$ cat src/rtl/axi_burst_mst_pkg.sv
// Shared types and helpers for the single-outstanding AXI4 burst master.
package axi_burst_mst_pkg;

  typedef enum logic [1:0] {
    BURST_FIXED = 2'b00,
    BURST_INCR  = 2'b01,
    BURST_WRAP  = 2'b10
  } axi_burst_e;

  typedef enum logic [1:0] {
    RESP_OKAY   = 2'b00,
    RESP_EXOKAY = 2'b01,
    RESP_SLVERR = 2'b10,
    RESP_DECERR = 2'b11
  } axi_resp_e;

  typedef enum logic [3:0] {
    ST_IDLE,
    ST_RD_ADDR,
    ST_RD_DATA,
    ST_WR_ADDR,
    ST_WR_DATA,
    ST_WR_RESP,
    ST_REJECT,
    ST_TOUT,
    ST_HALT
  } mst_state_e;

  // Error code reported for locally generated failures (4KB reject, timeout).
  localparam logic [1:0] RESP_LOCAL = 2'b11;

  // True when a burst starting at page offset off would run past the 4KB page.
  function automatic logic crosses_4k(input logic [11:0] off,
                                      input logic [7:0]  len,
                                      input logic [2:0]  size);
    logic [16:0] bytes;
    bytes = (17'(len) + 17'd1) << size;
    return (17'(off) + bytes) > 17'd4096;
  endfunction

endpackage

$ cat src/rtl/axi_burst_mst_if.sv
// AXI4 interconnect-side bundle (AW/W/B/AR/R) with master and slave views.
interface axi_burst_mst_if #(
  parameter int ADDR_W = 32,
  parameter int DATA_W = 64,
  parameter int ID_W   = 4
);
  localparam int STRB_W = DATA_W / 8;

  logic              awvalid;
  logic              awready;
  logic [ADDR_W-1:0] awaddr;
  logic [7:0]        awlen;
  logic [2:0]        awsize;
  logic [1:0]        awburst;
  logic [ID_W-1:0]   awid;

  logic              wvalid;
  logic              wready;
  logic [DATA_W-1:0] wdata;
  logic [STRB_W-1:0] wstrb;
  logic              wlast;

  logic              bvalid;
  logic              bready;
  logic [1:0]        bresp;
  logic [ID_W-1:0]   bid;

  logic              arvalid;
  logic              arready;
  logic [ADDR_W-1:0] araddr;
  logic [7:0]        arlen;
  logic [2:0]        arsize;
  logic [1:0]        arburst;
  logic [ID_W-1:0]   arid;

  logic              rvalid;
  logic              rready;
  logic [DATA_W-1:0] rdata;
  logic [1:0]        rresp;
  logic              rlast;
  logic [ID_W-1:0]   rid;

  modport master (
    output awvalid, awaddr, awlen, awsize, awburst, awid,
    input  awready,
    output wvalid, wdata, wstrb, wlast,
    input  wready,
    input  bvalid, bresp, bid,
    output bready,
    output arvalid, araddr, arlen, arsize, arburst, arid,
    input  arready,
    input  rvalid, rdata, rresp, rlast, rid,
    output rready
  );

  modport slave (
    input  awvalid, awaddr, awlen, awsize, awburst, awid,
    output awready,
    input  wvalid, wdata, wstrb, wlast,
    output wready,
    output bvalid, bresp, bid,
    input  bready,
    input  arvalid, araddr, arlen, arsize, arburst, arid,
    output arready,
    output rvalid, rdata, rresp, rlast, rid,
    input  rready
  );

endinterface

$ cat src/rtl/axi_burst_mst_wdog.sv
// Response watchdog: counts consecutive enabled cycles and trips on the
// TIMEOUT-th one. TIMEOUT = 0 disables tripping entirely.
module axi_wdog_ctr #(
  parameter int TIMEOUT = 1023
) (
  input  logic clk_i,
  input  logic rst_i,
  input  logic clr_i,
  input  logic en_i,
  output logic trip_o
);
  localparam int             CW  = (TIMEOUT > 1) ? $clog2(TIMEOUT) : 1;
  localparam logic [CW-1:0]  LIM = CW'((TIMEOUT > 0) ? TIMEOUT - 1 : 0);

  logic [CW-1:0] cnt_q;

  // Trip on the cycle that would bring the idle count up to TIMEOUT.
  assign trip_o = (TIMEOUT != 0) && en_i && (cnt_q == LIM);

  // Idle-cycle counter; cleared whenever the slave shows activity.
  always_ff @(posedge clk_i or negedge rst_i) begin
    if (!rst_i) begin
      cnt_q <= '0;
    end else if (clr_i) begin
      cnt_q <= '0;
    end else if (en_i && (TIMEOUT != 0) && (cnt_q != LIM)) begin
      cnt_q <= cnt_q + CW'(1);
    end
  end

endmodule

$ cat src/rtl/axi_burst_mst.sv
// Single-outstanding AXI4 master: turns core requests into INCR read/write
// bursts, rejects 4KB-crossing bursts locally and halts on a silent slave.
module axi_burst_mst
  import axi_burst_mst_pkg::*;
#(
  parameter int ADDR_W  = 32,
  parameter int DATA_W  = 64,
  parameter int ID_W    = 4,
  parameter int ID_VAL  = 0,
  parameter int MAX_LEN = 16,
  parameter int TIMEOUT = 1023,
  localparam int STRB_W = DATA_W / 8,
  localparam int LEN_W  = $clog2(MAX_LEN)
) (
  input  logic              clk_i,
  input  logic              rst_i,
  input  logic              req_valid_i,
  output logic              req_ready_o,
  input  logic              req_we_i,
  input  logic [ADDR_W-1:0] req_addr_i,
  input  logic [LEN_W-1:0]  req_len_i,
  input  logic [2:0]        req_size_i,
  input  logic              wb_valid_i,
  output logic              wb_ready_o,
  input  logic [DATA_W-1:0] wb_data_i,
  input  logic [STRB_W-1:0] wb_strb_i,
  output logic              rsp_valid_o,
  input  logic              rsp_ready_i,
  output logic [DATA_W-1:0] rsp_data_o,
  output logic              rsp_last_o,
  output logic [1:0]        rsp_err_o,
  output logic              halted_o,
  axi_burst_mst_if.master   m
);

  localparam logic [ID_W-1:0] ID_C = ID_W'(ID_VAL);

  mst_state_e        state_q;
  logic [ADDR_W-1:0] addr_q;
  logic [7:0]        len_q;
  logic [2:0]        size_q;
  logic [7:0]        beat_q;

  logic              last_beat;
  logic              wd_en;
  logic              wd_clr;
  logic              wd_trip;

  assign last_beat = (beat_q == len_q);

  // Watchdog only runs while waiting on R or B and nothing is being offered.
  assign wd_en  = ((state_q == ST_RD_DATA) && !m.rvalid) ||
                  ((state_q == ST_WR_RESP) && !m.bvalid);
  assign wd_clr = !wd_en;

  axi_wdog_ctr #(
    .TIMEOUT (TIMEOUT)
  ) u_wdog (
    .clk_i  (clk_i),
    .rst_i  (rst_i),
    .clr_i  (wd_clr),
    .en_i   (wd_en),
    .trip_o (wd_trip)
  );

  // Address channels carry the registered request for as long as valid is up.
  assign m.awvalid = (state_q == ST_WR_ADDR);
  assign m.awaddr  = addr_q;
  assign m.awlen   = len_q;
  assign m.awsize  = size_q;
  assign m.awburst = BURST_INCR;
  assign m.awid    = ID_C;
  assign m.arvalid = (state_q == ST_RD_ADDR);
  assign m.araddr  = addr_q;
  assign m.arlen   = len_q;
  assign m.arsize  = size_q;
  assign m.arburst = BURST_INCR;
  assign m.arid    = ID_C;

  // W is a straight pass-through of the core beat stream, gated by state.
  assign m.wvalid  = (state_q == ST_WR_DATA) && wb_valid_i;
  assign m.wdata   = wb_data_i;
  assign m.wstrb   = wb_strb_i;
  assign m.wlast   = last_beat;
  assign wb_ready_o = (state_q == ST_WR_DATA) && m.wready;

  assign req_ready_o = (state_q == ST_IDLE);
  assign halted_o    = (state_q == ST_HALT);

  // Response mux and R/B ready steering; HALT sinks everything the slave sends.
  always_comb begin
    rsp_valid_o = 1'b0;
    rsp_data_o  = '0;
    rsp_last_o  = 1'b1;
    rsp_err_o   = RESP_OKAY;
    m.rready    = 1'b0;
    m.bready    = 1'b0;
    case (state_q)
      ST_RD_DATA: begin
        rsp_valid_o = m.rvalid;
        rsp_data_o  = m.rdata;
        rsp_last_o  = m.rlast;
        // A misplaced RLAST or a foreign ID means the burst cannot be trusted.
        rsp_err_o   = ((m.rlast != last_beat) || (m.rid != ID_C)) ? RESP_LOCAL : m.rresp;
        m.rready    = rsp_ready_i;
      end
      ST_WR_RESP: begin
        rsp_valid_o = m.bvalid;
        rsp_err_o   = (m.bid != ID_C) ? RESP_LOCAL : m.bresp;
        m.bready    = rsp_ready_i;
      end
      ST_REJECT, ST_TOUT: begin
        rsp_valid_o = 1'b1;
        rsp_err_o   = RESP_LOCAL;
      end
      ST_HALT: begin
        m.rready    = 1'b1;
        m.bready    = 1'b1;
      end
      default: ;
    endcase
  end

  // Transaction FSM with request capture and beat counting.
  always_ff @(posedge clk_i or negedge rst_i) begin
    if (!rst_i) begin
      state_q <= ST_IDLE;
      addr_q  <= '0;
      len_q   <= '0;
      size_q  <= '0;
      beat_q  <= '0;
    end else begin
      case (state_q)
        ST_IDLE: begin
          if (req_valid_i) begin
            addr_q <= req_addr_i;
            len_q  <= 8'(req_len_i);
            size_q <= req_size_i;
            beat_q <= '0;
            if (crosses_4k(req_addr_i[11:0], 8'(req_len_i), req_size_i)) begin
              state_q <= ST_REJECT;
            end else if (req_we_i) begin
              state_q <= ST_WR_ADDR;
            end else begin
              state_q <= ST_RD_ADDR;
            end
          end
        end
        ST_RD_ADDR: begin
          if (m.arready) state_q <= ST_RD_DATA;
        end
        ST_RD_DATA: begin
          if (wd_trip) begin
            state_q <= ST_TOUT;
          end else if (m.rvalid && rsp_ready_i) begin
            beat_q <= beat_q + 8'd1;
            if (m.rlast) state_q <= ST_IDLE;
          end
        end
        ST_WR_ADDR: begin
          if (m.awready) state_q <= ST_WR_DATA;
        end
        ST_WR_DATA: begin
          if (wb_valid_i && m.wready) begin
            beat_q <= beat_q + 8'd1;
            if (last_beat) state_q <= ST_WR_RESP;
          end
        end
        ST_WR_RESP: begin
          if (wd_trip) begin
            state_q <= ST_TOUT;
          end else if (m.bvalid && rsp_ready_i) begin
            state_q <= ST_IDLE;
          end
        end
        ST_REJECT: begin
          if (rsp_ready_i) state_q <= ST_IDLE;
        end
        ST_TOUT: begin
          if (rsp_ready_i) state_q <= ST_HALT;
        end
        ST_HALT: ;
        default: state_q <= ST_IDLE;
      endcase
    end
  end

endmodule

$ cat src/flat_wrapper.sv
// flat-port wrapper written by rule: the top's interface ports become plain ports
module axi_burst_mst_flat import axi_burst_mst_pkg::*;
#(
  parameter int ADDR_W  = 32,
  parameter int DATA_W  = 64,
  parameter int ID_W    = 4,
  parameter int ID_VAL  = 0,
  parameter int MAX_LEN = 16,
  parameter int TIMEOUT = 1023,
  localparam int STRB_W = DATA_W / 8,
  localparam int LEN_W  = $clog2(MAX_LEN)
)
  (clk_i, rst_i, req_valid_i, req_ready_o, req_we_i, req_addr_i, req_len_i, req_size_i, wb_valid_i, wb_ready_o, wb_data_i, wb_strb_i, rsp_valid_o, rsp_ready_i, rsp_data_o, rsp_last_o, rsp_err_o, halted_o, m_awvalid, m_awaddr, m_awlen, m_awsize, m_awburst, m_awid, m_awready, m_wvalid, m_wdata, m_wstrb, m_wlast, m_wready, m_bvalid, m_bresp, m_bid, m_bready, m_arvalid, m_araddr, m_arlen, m_arsize, m_arburst, m_arid, m_arready, m_rvalid, m_rdata, m_rresp, m_rlast, m_rid, m_rready);
  axi_burst_mst_if #(.ADDR_W(ADDR_W), .DATA_W(DATA_W), .ID_W(ID_W)) m_i ();
  input  logic clk_i;
  input  logic rst_i;
  input  logic req_valid_i;
  output logic req_ready_o;
  input  logic req_we_i;
  input  logic [ADDR_W-1:0] req_addr_i;
  input  logic [LEN_W-1:0] req_len_i;
  input  logic [2:0] req_size_i;
  input  logic wb_valid_i;
  output logic wb_ready_o;
  input  logic [DATA_W-1:0] wb_data_i;
  input  logic [STRB_W-1:0] wb_strb_i;
  output logic rsp_valid_o;
  input  logic rsp_ready_i;
  output logic [DATA_W-1:0] rsp_data_o;
  output logic rsp_last_o;
  output logic [1:0] rsp_err_o;
  output logic halted_o;
  output wire logic [$bits(m_i.awvalid)-1:0] m_awvalid;
  output wire logic [$bits(m_i.awaddr)-1:0] m_awaddr;
  output wire logic [$bits(m_i.awlen)-1:0] m_awlen;
  output wire logic [$bits(m_i.awsize)-1:0] m_awsize;
  output wire logic [$bits(m_i.awburst)-1:0] m_awburst;
  output wire logic [$bits(m_i.awid)-1:0] m_awid;
  input wire logic [$bits(m_i.awready)-1:0] m_awready;
  output wire logic [$bits(m_i.wvalid)-1:0] m_wvalid;
  output wire logic [$bits(m_i.wdata)-1:0] m_wdata;
  output wire logic [$bits(m_i.wstrb)-1:0] m_wstrb;
  output wire logic [$bits(m_i.wlast)-1:0] m_wlast;
  input wire logic [$bits(m_i.wready)-1:0] m_wready;
  input wire logic [$bits(m_i.bvalid)-1:0] m_bvalid;
  input wire logic [$bits(m_i.bresp)-1:0] m_bresp;
  input wire logic [$bits(m_i.bid)-1:0] m_bid;
  output wire logic [$bits(m_i.bready)-1:0] m_bready;
  output wire logic [$bits(m_i.arvalid)-1:0] m_arvalid;
  output wire logic [$bits(m_i.araddr)-1:0] m_araddr;
  output wire logic [$bits(m_i.arlen)-1:0] m_arlen;
  output wire logic [$bits(m_i.arsize)-1:0] m_arsize;
  output wire logic [$bits(m_i.arburst)-1:0] m_arburst;
  output wire logic [$bits(m_i.arid)-1:0] m_arid;
  input wire logic [$bits(m_i.arready)-1:0] m_arready;
  input wire logic [$bits(m_i.rvalid)-1:0] m_rvalid;
  input wire logic [$bits(m_i.rdata)-1:0] m_rdata;
  input wire logic [$bits(m_i.rresp)-1:0] m_rresp;
  input wire logic [$bits(m_i.rlast)-1:0] m_rlast;
  input wire logic [$bits(m_i.rid)-1:0] m_rid;
  output wire logic [$bits(m_i.rready)-1:0] m_rready;
  assign m_awvalid = m_i.awvalid;
  assign m_awaddr = m_i.awaddr;
  assign m_awlen = m_i.awlen;
  assign m_awsize = m_i.awsize;
  assign m_awburst = m_i.awburst;
  assign m_awid = m_i.awid;
  assign m_i.awready = m_awready;
  assign m_wvalid = m_i.wvalid;
  assign m_wdata = m_i.wdata;
  assign m_wstrb = m_i.wstrb;
  assign m_wlast = m_i.wlast;
  assign m_i.wready = m_wready;
  assign m_i.bvalid = m_bvalid;
  assign m_i.bresp = m_bresp;
  assign m_i.bid = m_bid;
  assign m_bready = m_i.bready;
  assign m_arvalid = m_i.arvalid;
  assign m_araddr = m_i.araddr;
  assign m_arlen = m_i.arlen;
  assign m_arsize = m_i.arsize;
  assign m_arburst = m_i.arburst;
  assign m_arid = m_i.arid;
  assign m_i.arready = m_arready;
  assign m_i.rvalid = m_rvalid;
  assign m_i.rdata = m_rdata;
  assign m_i.rresp = m_rresp;
  assign m_i.rlast = m_rlast;
  assign m_i.rid = m_rid;
  assign m_rready = m_i.rready;
  axi_burst_mst #(.ADDR_W(ADDR_W), .DATA_W(DATA_W), .ID_W(ID_W), .ID_VAL(ID_VAL), .MAX_LEN(MAX_LEN), .TIMEOUT(TIMEOUT)) u_core (.clk_i(clk_i), .rst_i(rst_i), .req_valid_i(req_valid_i), .req_ready_o(req_ready_o), .req_we_i(req_we_i), .req_addr_i(req_addr_i), .req_len_i(req_len_i), .req_size_i(req_size_i), .wb_valid_i(wb_valid_i), .wb_ready_o(wb_ready_o), .wb_data_i(wb_data_i), .wb_strb_i(wb_strb_i), .rsp_valid_o(rsp_valid_o), .rsp_ready_i(rsp_ready_i), .rsp_data_o(rsp_data_o), .rsp_last_o(rsp_last_o), .rsp_err_o(rsp_err_o), .halted_o(halted_o), .m(m_i));
endmodule
$ cat config.mk
export PLATFORM = sky130hd
export DESIGN_NAME = axi_burst_mst_flat
export DESIGN_NICKNAME = d
export VERILOG_FILES = /design/src/rtl/axi_burst_mst_pkg.sv /design/src/rtl/axi_burst_mst_if.sv /design/src/rtl/axi_burst_mst_wdog.sv /design/src/rtl/axi_burst_mst.sv /design/src/flat_wrapper.sv
export SDC_FILE = /design/constraint.sdc
export NUM_CORES = 1
export LEC_CHECK = 0
export ABC_CLOCK_PERIOD_IN_PS = 2500
export BUFFER_PORTS_ARGS = -buffer_cell sky130_fd_sc_hd__buf_4
export CORE_AREA = 2 2 176 178
export CTS_CLUSTER_SIZE = 40
export DETAILED_ROUTE_END_ITERATION = 8
export DIE_AREA = 0 0 178 180
export HOLD_SLACK_MARGIN = 0.1
export PLACE_DENSITY_LB_ADDON = 0.3
export REMOVE_ABC_BUFFERS = 1
export SYNTH_ARGS = -nofsm -noshare
export SYNTH_HDL_FRONTEND = slang
export SYNTH_SLANG_ARGS = --single-unit
export TNS_END_PERCENT = 20
$ cat constraint.sdc
create_clock -name clk_i -period 2.5 [get_ports clk_i]
set_clock_uncertainty 0.15 [all_clocks]
set_input_delay 0.25 -clock clk_i [delete_from_list [all_inputs] [get_ports clk_i]]
set_output_delay 0.25 -clock clk_i [all_outputs]
set_load 0.02 [all_outputs]
==> out/results.ini <==
[pwr]
p_sw_w=0.003443
intPower_w=0.004054
netSwitchingFraction_pct=45.92
seqPwrFrac_pct=23.6
pwr-share-comb_pct=60.5
vdd_drop_max_uv=528.4
clkPwrFrac_pct=15.9
power.leakage_nw=4.167
p_per_area_mw_per_mm2=925.5

[yosys]
synth-seq-area-share_pct=29.06
syn-instance-count=664
synth_area_per_cell_sq_um=7.910
ys_warn_count=0
yosysTopAreaCell=dfrtp_1
synth_seq_cells=61
synth.distinct_cells=67
ys.flop_type=dfrtp_1
synth-edff-count=0
syn-cell-area_sq_mm=0.005253
netlist_top_cells_count=138 x nand2_1, 132 x buf_4, 69 x and2_1, 61 x dfrtp_1, 34 x nor2_1
yosysMostFrequentCell=nand2_1
async_reset_ff_share_pct=100.0
synth.top_cells.by_area=dfrtp_1 29%, buf_4 19%, nand2_1 9.9%, and2_1 8.2%, ha_1 3.8%
synth_top_area_share_pct=29.06

[clocking]
clk_path_buf_depth=2
insertion_delay_ps=330
htree_levels=3
clkTransAtPathRegs_ps=60
cts_buffers=9
cts_sinks=61
root_buffer=clkbuf_16
cts_tree=yes

[global_routing]
grt.overflow.total=0
gr-usage-all-layers_pct=14.98
grt_max_degree=69
grt_pass1_vias=5208
antenna_found_initial=0
grt_pass1_wl_um=35030

[placed_design]
place_area_sq_mm=0.007286
io_buffer_count=281
place_inst=1259
detailed_place_hpwl_um=19590
routabilityCongestion=0.7703

[timing]
fin_crit_ps=3135
tns_ps=-1736
fmax_mhz=319.0
final.period_utilization_pct=125.4
worst_slew_pin_slew_ps=851.7
setup_viol_count_final=5
hold_slack_ps=116.5
grt_setup_unrepaired=true
slew_headroom_pct=43.22
setup_slack_ps=-635.1
hold_viol=0
slew_violations=0

[die]
die_area_sq_mm=0.03204
chipWidth_um=178
num_io_pins=446
die_h_um=180
core-area_sq_mm=0.03019
initial_core_util_pct=17.40
num_rows=64

[worst_hold_path]
min_path_type=in2reg
min_path_cells=4

[run]
cap_viol_max_count=0

[routing]
via_count=5438
vias_per_cell=4.132
wire_per_inst_um=18.94
firstDrtPassIters=4
drt-initial-drc-count=204
wirelength_um=24920
drc=0
ant_nets=0

[worst_setup_path]
cp.arrival_ps=3190
r2r_setup_slack_ps=120
end_kind=flip-flop
rr_worst_depth=7
start_kind=input port
critPathKind=in2reg
path_max_fanout=4
cp.required_ps=2560

[cells_and_area]
drive_above_1_share_pct=42.50
design_area_sq_mm=0.008102
fill_cells=3320
n_antenna_cell=0
fin_cells=1316
final_nets=1131
syn2layout_area_growth_pct=54.24

[run_status]
violations=setup timing
status=complete, but fails checks

[layer usage]
layer  vias to the layer above  part of all wire (%)  global-route usage [%]
li1                       2557                     -                       -
met1                      2485                    42                   18.65
met2                       370                    41                   21.36
met3                        20                    15                   9.264
met4                         6                  0.93                   3.082
met5                         -                  0.79                   5.556
[what timing repair did]
action / CTS / global route
endpoints found under the setup margin: 6 / 69
resized for setup: 23 / 13
hold buffers: 34 / 0
pin swaps: 14 / 4
buffers inserted: 4 / 3
hold endpoints to repair: 94 / 0
[worst max-delay path, stage by stage]
cell	delay (ps)
buf_8	100
buf_6	110
nand4b_1	90
o21ai_1	70
a32o_2	270
o21ai_2	180
o32ai_2	100
ha_1	370
a21o_1	170
a221o_1	370
a41o_1	220
o32a_1	280
nand4_1	190
o31ai_4	90
a221o_1	330
[registers in the layout, indices dropped and copies added (netlist names)]
signal and flops:
u_core.m.araddr 32, u_core.u_wdog.cnt_q 10, u_core.beat_q 8, u_core.m.arlen 4
u_core.state_q 4, u_core.m.arsize 3
[placed cells by master (no fill, tap or decap), types with 9 or more instances in the layout]
cell type / count
nand2_1: 136
and2_1: 69
buf_4: 339
nand3_1: 9
inv_1: 9
nor2_1: 34
xor2_1: 15
o21ai_0: 16
nand4_1: 10
dfrtp_1: 59
a21oi_1: 10
dlygate4sd3_1: 34
ha_1: 15
conb_1: 20
clkbuf_16: 9
[path summary, 6_finish.rpt]
path	startpoint	to
worst max-delay path	req_len_i[0]	u_core.state_q[0]
worst min register to register	u_core.m.araddr[17]	u_core.m.araddr[17]
min in group asynchronous	rst_i	u_core.m.araddr[0]
worst max register to register	u_core.state_q[1]	u_core.state_q[0]
max in group asynchronous	rst_i	u_core.beat_q[4]
worst min-delay path	req_len_i[2]	u_core.m.arlen[2]
[cell families after synthesis]
kind of cell,count (synthesis),synth area share [%]
AND/OR/NAND/NOR,306,28.99
buffers and inverters,169,21.82
AO/OA/AOI/OAI,84,11.51
flip-flops,61,29.06
XOR/XNOR,21,3.502
adder cells (fa/ha/maj),17,4.192
multiplexers,4,0.7861
other,2,0.1430
[metrics by stage]
step | power [W] | utilization [%] | setup WS [ps]
2_1_floorplan | 0.003949 | - | -730.2
3_3_place_gp | 0.006183 | 24.13 | -1105
3_5_place_dp | 0.006203 | 24.13 | -1217
4_1_cts | 0.007567 | 26.60 | -540.5
5_1_grt | 0.008038 | 26.84 | -779.4
6_report | 0.007498 | 26.84 | -635.1
[power groups by stage]
stage          Sequential [W]  Clock (W)  Combinational [W]
6_report              0.00177    0.00119            0.00454
5_1_grt               0.00184    0.00129            0.00491
4_1_cts               0.00178    0.00124            0.00454
3_5_place_dp          0.00178          0            0.00442
3_3_place_gp          0.00178          0            0.00440
2_1_floorplan         0.00242          0            0.00153
[cell type report]
| type | count | area [sq um] | area share (%) |
|---|---|---|---|
| Inverter | 10 | 37.54 | 0.4633 |
| Clock buffer | 12 | 256.5 | 3.166 |
| Multi-Input combinational cell | 452 | 2764 | 34.12 |
| Timing Repair Buffer | 381 | 2997 | 36.99 |
| Sequential cell | 61 | 1529 | 18.87 |
| Clock inverter | 4 | 22.52 | 0.2780 |
| Tap cell | 396 | 495.5 | 6.116 |
Power figures use the tool's default switching activity.
